File: config.mk
export PLATFORM = sky130hd
export DESIGN_NAME = serial_add_sub
export DESIGN_NICKNAME = d
export VERILOG_FILES = /design/src/rtl/serial_add_sub.sv
export SDC_FILE = /design/constraint.sdc
export NUM_CORES = 1
export LEC_CHECK = 0
export ABC_CLOCK_PERIOD_IN_PS = 4000
export BUFFER_PORTS_ARGS = -buffer_cell sky130_fd_sc_hd__buf_2
export CAP_MARGIN = 20
export CORE_MARGIN = 2
export CORE_UTILIZATION = 45
export CTS_CLUSTER_SIZE = 40
export DETAILED_ROUTE_END_ITERATION = 16
export GPL_ROUTABILITY_DRIVEN = 0
export PLACE_DENSITY = 0.72
export SLEW_MARGIN = 20
export SYNTH_ARGS = -nofsm -noshare
export SYNTH_HDL_FRONTEND = slang
export SYNTH_SLANG_ARGS = --single-unit
File: constraint.sdc
create_clock -name clk_i -period 4 [get_ports clk_i]
set_input_delay 0.8 -clock clk_i [delete_from_list [all_inputs] [get_ports clk_i]]
set_output_delay 0.8 -clock clk_i [all_outputs]
set_load 0.05 [all_outputs]
File: src/rtl/serial_add_sub.sv
// ---------------------------------------------------------------------------
// serial_add_sub
//   Multi-cycle adder/subtractor. WIDTH-bit operands are processed LSB-first,
//   SLICE bits per clock, by a ripple chain of SLICE full-adder cells. The
//   partial sum accumulates internally. The visible result registers change
//   only when the last slice completes.
//
//   Parameters
//     WIDTH  operand/result width in bits (>= 2)
//     SLICE  bits per RUN cycle; must divide WIDTH (WIDTH = single-cycle)
//
//   Ports
//     clk_i       clock, rising edge
//     rst_ni      asynchronous active-low reset
//     start_i     request, sampled only in IDLE or DONE
//     sub_i       0: a_i + b_i, 1: a_i - b_i (sampled with start_i)
//     a_i, b_i    operands (sampled with start_i)
//     busy_o      high while the operation is running
//     done_o      one-cycle pulse, results valid
//     sum_o       result mod 2^WIDTH
//     carry_o     add: carry out; sub: 1 = no borrow, 0 = borrow
//     overflow_o  two's complement overflow
// ---------------------------------------------------------------------------
module serial_add_sub #(
   parameter int WIDTH = 8,
   parameter int SLICE = 1
) (
   input  logic             clk_i,
   input  logic             rst_ni,
   input  logic             start_i,
   input  logic             sub_i,
   input  logic [WIDTH-1:0] a_i,
   input  logic [WIDTH-1:0] b_i,
   output logic             busy_o,
   output logic             done_o,
   output logic [WIDTH-1:0] sum_o,
   output logic             carry_o,
   output logic             overflow_o
);

   localparam int N     = WIDTH / SLICE;
   localparam int CNT_W = (N > 1) ? $clog2(N) : 1;

   typedef enum logic [1:0] {
      IDLE = 2'd0,
      RUN  = 2'd1,
      DONE = 2'd2
   } state_t;

   state_t             state_q, state_d;
   logic [WIDTH-1:0]   a_q, a_d;
   logic [WIDTH-1:0]   b_q, b_d;
   logic [WIDTH-1:0]   acc_q, acc_d;
   logic [WIDTH-1:0]   sum_q, sum_d;
   logic [CNT_W-1:0]   cnt_q, cnt_d;
   logic               carry_q, carry_d;
   logic               cout_q, cout_d;
   logic               ovf_q, ovf_d;

   // Slice adder signals
   logic [SLICE-1:0]   a_sl;
   logic [SLICE-1:0]   b_sl;
   logic [SLICE-1:0]   s_sl;
   logic               rip_c;
   logic               c_msb_in;
   logic               c_out_sl;
   logic               last_slice;
   logic [WIDTH-1:0]   acc_next;

   // Operands are shifted right each RUN cycle, so the active slice is
   // always the low SLICE bits; no variable indexing is needed.
   assign a_sl       = a_q[SLICE-1:0];
   assign b_sl       = b_q[SLICE-1:0];
   assign last_slice = (cnt_q == CNT_W'(N - 1));

   // Ripple chain of SLICE full-adder cells. c_msb_in keeps the carry into
   // the top cell; on the last slice that is the carry into the result MSB,
   // which gives the overflow flag.
   always_comb begin
      s_sl     = '0;
      rip_c    = carry_q;
      c_msb_in = carry_q;
      for (int i = 0; i < SLICE; i++) begin
         c_msb_in = rip_c;
         s_sl[i]  = a_sl[i] ^ b_sl[i] ^ rip_c;
         rip_c    = (a_sl[i] & b_sl[i]) | (rip_c & (a_sl[i] ^ b_sl[i]));
      end
      c_out_sl = rip_c;
   end

   // The new slice enters at the top of the accumulator while older slices
   // shift down. After N cycles slice 0 sits at bit 0.
   assign acc_next = (acc_q >> SLICE) | (WIDTH'(s_sl) << (WIDTH - SLICE));

   // Next-state and datapath control
   always_comb begin
      state_d = state_q;
      a_d     = a_q;
      b_d     = b_q;
      acc_d   = acc_q;
      sum_d   = sum_q;
      cnt_d   = cnt_q;
      carry_d = carry_q;
      cout_d  = cout_q;
      ovf_d   = ovf_q;

      unique case (state_q)
         IDLE, DONE: begin
            if (start_i) begin
               // Subtraction is a + ~b + 1: invert b here and seed the carry.
               a_d     = a_i;
               b_d     = b_i ^ {WIDTH{sub_i}};
               carry_d = sub_i;
               cnt_d   = '0;
               state_d = RUN;
            end else begin
               state_d = IDLE;
            end
         end

         RUN: begin
            a_d     = a_q >> SLICE;
            b_d     = b_q >> SLICE;
            acc_d   = acc_next;
            carry_d = c_out_sl;
            cnt_d   = cnt_q + CNT_W'(1);
            if (last_slice) begin
               sum_d   = acc_next;
               cout_d  = c_out_sl;
               ovf_d   = c_msb_in ^ c_out_sl;
               cnt_d   = '0;
               state_d = DONE;
            end
         end

         default: begin
            state_d = IDLE;
         end
      endcase
   end

   always_ff @(posedge clk_i or negedge rst_ni) begin
      if (!rst_ni) begin
         state_q <= IDLE;
         a_q     <= '0;
         b_q     <= '0;
         acc_q   <= '0;
         sum_q   <= '0;
         cnt_q   <= '0;
         carry_q <= 1'b0;
         cout_q  <= 1'b0;
         ovf_q   <= 1'b0;
      end else begin
         state_q <= state_d;
         a_q     <= a_d;
         b_q     <= b_d;
         acc_q   <= acc_d;
         sum_q   <= sum_d;
         cnt_q   <= cnt_d;
         carry_q <= carry_d;
         cout_q  <= cout_d;
         ovf_q   <= ovf_d;
      end
   end

   assign busy_o     = (state_q == RUN);
   assign done_o     = (state_q == DONE);
   assign sum_o      = sum_q;
   assign carry_o    = cout_q;
   assign overflow_o = ovf_q;

endmodule

Yosys cells after proc, flatten, opt, wreduce, memory -nomap -nowiden. Cells that the tools add are included.

Eq/ne operators: 5. Add/sub/neg operators: 1. Reductions and logical operators: 5. Muxes and demuxes: 12. Bitwise operators: 8.

Operators by type and width (count): case mux 8 bit (2 select lines) (2); two-way mux 8 bit (2); bitwise OR 7 x 8 -> 8 bit (1); bitwise XOR 8 bit (1); two-way mux 3 bit (2); case mux 3 bit (2 select lines) (1); case mux 2 bit (2 select lines) (1); AND reduction 2 bit (2); adder 3 x 1 -> 3 bit (second input constant) (1); == test 3 bit (second input constant) (1); bitwise XOR 1 bit (3); AND 1 bit (2); == test 2 x 1 -> 1 bit (second input constant) (1); == test 2 bit (second input constant) (1); logical NOT 2 bit (1); two-way mux 1 bit (2); two-way mux 2 bit (1); inequality test 2 x 1 -> 1 bit (second input constant) (1); inequality test 2 bit (second input constant) (1); case mux 1 bit (2 select lines) (1); nonzero test 2 bit (1); OR reduction 2 bit (1); bitwise OR 1 bit (1).

Bits of input ports: 20. Output and inout port bits: 12. Register bits after elaboration: 40. Word-level logic and storage cells: 40.

Longest topological paths before layout.
Word-level depth: 4. Depth in mapped cells: 6. Gate-level depth less buffers: 5.

Least setup slack after synthesis. Ideal clock, no wire load.

Path kind: register to output. Start point: reg state_q[1]. End point: out busy_o. Arrival time: 1023 ps. Setup slack: 2177 ps. Buffers on the path: 2. Cell stages (with the launch flop): 5. Required time: 3200 ps. Cells stage by stage: dfrtp_1 -> nand2b_1 -> buf_6 -> inv_8 -> buf_2.

Word-level cells in the longest chain between the ends: 1.

Ends and longest elaborated chain: start: declaration (line 50) `state_t state_q, state_d;`; start signal: assignment (line 154) `state_q <= state_d;`; == test 2 x 1 -> 1 bit (line 166) `assign busy_o = (state_q == RUN);`; end: declaration (line 34) `output logic busy_o,`.

Every way passes these cells.

Final worst setup path. Same ends and word-level chain as after synthesis.

==> impl_metrics.csv <==
group,metric,value,unit
timing,fmax,381,MHz
synth,synth_top_area_cell,"dfrtp_1",
routing,ant_nets,0,
timing,rsz0062_at_grt,"false",
clock_network,cts_tree,"built",
synth,synthArstFlopShare,1.00,
final_layout,fill_cells,342,
synth,syn_area,0.00171,sq mm
floorplanning,die_y,65.6,um
routing,dr_total_vias,1181,
critical_path,crit_start,"state_q[1]",
critical_path,r2r-start,"cnt_q[0]",
floorplanning,dieArea,0.00430,sq mm
power,p_comb_frac,0.435,
power,powerDensity,864,mW/mm^2
global_routing,grt_start_max_net_pins,40,
floorplanning,core_area,0.00366,sq mm
global_routing,grt.total_usage,0.161,
hold_path,worstHoldPathType,"flip-flop to flip-flop",
place,hpwl,2050,um
power,power,1670,uW
timing,worst_hold_slack,0.479,ns
timing,max_slew_margin,0.441,
final_layout,diodes,0,
timing,hold_viol_final,0,
clock_network,h-tree-depth,2,
clock_network,cts_resized,0,
clock_network,clkLatencyLatePin,0.29,ns
synth,synth.distinct_cells,27,
power,seqPwrFrac,0.407,
global_routing,antenna_found_initial,0,
final_layout,area_growth,13.6,%
critical_path,crit_family,"buffers and inverters",
clock_network,cts_setup_buffers,0,
synth,synth.avg_cell_area,11.6,sq um
power,switching_share,0.421,
synth,synth_warnings,0,
power,p_leak,0.000975,uW
critical_path,cp_cell_sequence,"nand2b_1 -> inv_8 -> buf_2",
floorplanning,io_pins,32,
job,cap_viol_max_count,0,
timing,final.min_clock_period,2.62,ns
synth,synth_top_area_frac,0.572,
global_routing,grt_overflow,0,
critical_path,crit_buf_inv,2,
timing,setup_viol,0,
synth,syn_inst,147,
critical_path,cp.arrival,1.82,ns
clock_network,clockBufferDepth,2,
global_routing,grt_pass1_vias,1174,
power,p_sw,705,uW
routing,firstDrtPassIters,4,
synth,yosys-top-cells-area,"dfrtp_1, nand2_1, mux2_2, a221o_1, xnor2_1",
place,portBuffers,31,
routing,drc,0,
clock_network,cts_buffers,5,
critical_path,end_kind,"output port",
outcome,status,"finished clean",
timing,final.setup.worst_slack,1.38,ns
final_layout,drive_gt1_frac,0.286,
clock_network,hold_buffers,0,
timing,setup_tns,0,ns
timing,period_share,0.656,
routing,viasPerCell,5.30,
final_layout,fin_nets,198,
routing,wl_per_cell,13.4,um
synth,synth_top_flop_cell,"dfrtp_1",
routing,drtIter0Drc,87,
clock_network,clock_sinks,39,
timing,drv_slew,0,
global_routing,grt_pass1_wl,5150,um
synth,synth_edf_count,0,
power,intPower,970,uW
timing,worst_pin_slew,0.838,ns
critical_path,cp.required,3.20,ns
place,place_ws,1.69,ns
routing,wirelength,2980,um
synth,synth-seq-cells,39,
floorplanning,die_x,65.6,um
critical_path,startpoint_type,"flip-flop",
clock_network,path_clk_slew,0.07,ns
critical_path,critical_path_class,"flip-flop to output port",
synth,yosysSeqAreaShare,0.572,
hold_path,min_from,"acc_q[1]",
clock_network,cts_root_buffer,"clkbuf_8",
power,clkPwrFrac,0.157,
critical_path,critPathSlowestCell,"nand2b_1",
power,max-vdd-ir-drop,0.307,mV
floorplanning,initial_core_util,0.466,
synth,synth_nets,170,
critical_path,crit_path_max_incr_delay,0.49,ns
floorplanning,rows,22,
timing,clock_skew,0.00285,ns
critical_path,critPathMaxFanout,26,
routing by layer:
metal	routed length [um]	track usage
met3	203	0.0514
met4	41	0.0755
met1	1350	0.195
met5	0	0
met2	1390	0.260
cell usage in the layout (no fill, tap or decap), types with 2 or more instances in the layout:
cell	instances
dfrtp_1	39
buf_2	31
nand2_1	30
mux2_2	9
a22oi_1	8
nand3_1	8
xnor2_1	8
nor2_1	7
a221o_1	7
clkbuf_8	6
a22o_1	3
nand2b_1	2
inv_1	2
o21ai_0	2
ha_1	2
logic make-up after synthesis:
family | after synthesis | share of synthesized area
AND/OR/NAND/NOR | 52 | 0.136
flip-flops | 39 | 0.572
AO/OA/AOI/OAI | 22 | 0.108
buffers and inverters | 13 | 0.0521
XOR/XNOR | 9 | 0.0462
multiplexers | 9 | 0.0594
adder cells (fa/ha/maj) | 3 | 0.0264
stage by stage:
stage	area, sq um	instances	util
after floorplan	1710	147	-
after CTS	1940	223	0.529
after detailed placement	1850	216	0.505
after global placement	1850	216	0.505
after global routing	1940	223	0.529
final	1940	223	0.529
tightest hold or removal path, stage by stage (launching register included):
cell and delay, ns:
dfrtp_1 0.35, nand2_1 0.05, nand2_1 0.05
area by class of cell:
| class | instances | area (sq um) | share of cell area |
|---|---|---|---|
| clock inverter | 1 | 5.00 | 0.00258 |
| tap | 48 | 60.1 | 0.0310 |
| multi-input combinational | 95 | 641 | 0.331 |
| sequential | 39 | 976 | 0.504 |
| clock buffer | 6 | 82.6 | 0.0426 |
| inverter | 3 | 18.8 | 0.00968 |
| timing repair buffer | 31 | 155 | 0.0801 |
cell usage after synthesis (all sizes together), types with 3 or more instances:
master,n
a221o,7
a22o,3
a22oi,8
buf,9
dfrtp,39
inv,3
mux2,9
nand2,30
nand3,8
nor2,8
xnor2,8
final timing paths:
| kind | endpoint | slack [ns] | depth (start not counted) |
|---|---|---|---|
| max | busy_o | 1.38 | 3 |
| min | acc_q[1] | 0.48 | 2 |
| max reg2reg | sum_o[1] | 2.22 | 4 |
| min reg2reg | acc_q[1] | 0.48 | 2 |
| max in group asynchronous | b_q[5] | 2.86 | 1 |
| min in group asynchronous | sum_o[3] | 0.61 | 1 |
power by group through the flow:
stage	Sequential, uW	Combinational (uW)	Clock [uW]
6_report	682	729	264
5_1_grt	703	811	289
4_1_cts	683	740	270
3_5_place_dp	690	738	0
3_3_place_gp	679	718	0
2_1_floorplan	836	464	0
flip-flops by register name (all words and copies together) (netlist names):
signal	cells
cnt_q	3
carry_o	1
a_q	8
state_q	2
c_msb_in	1
b_q	8
acc_q	7
overflow_o	1
sum_o	8
Note: power is estimated with default switching activity, not from simulation.
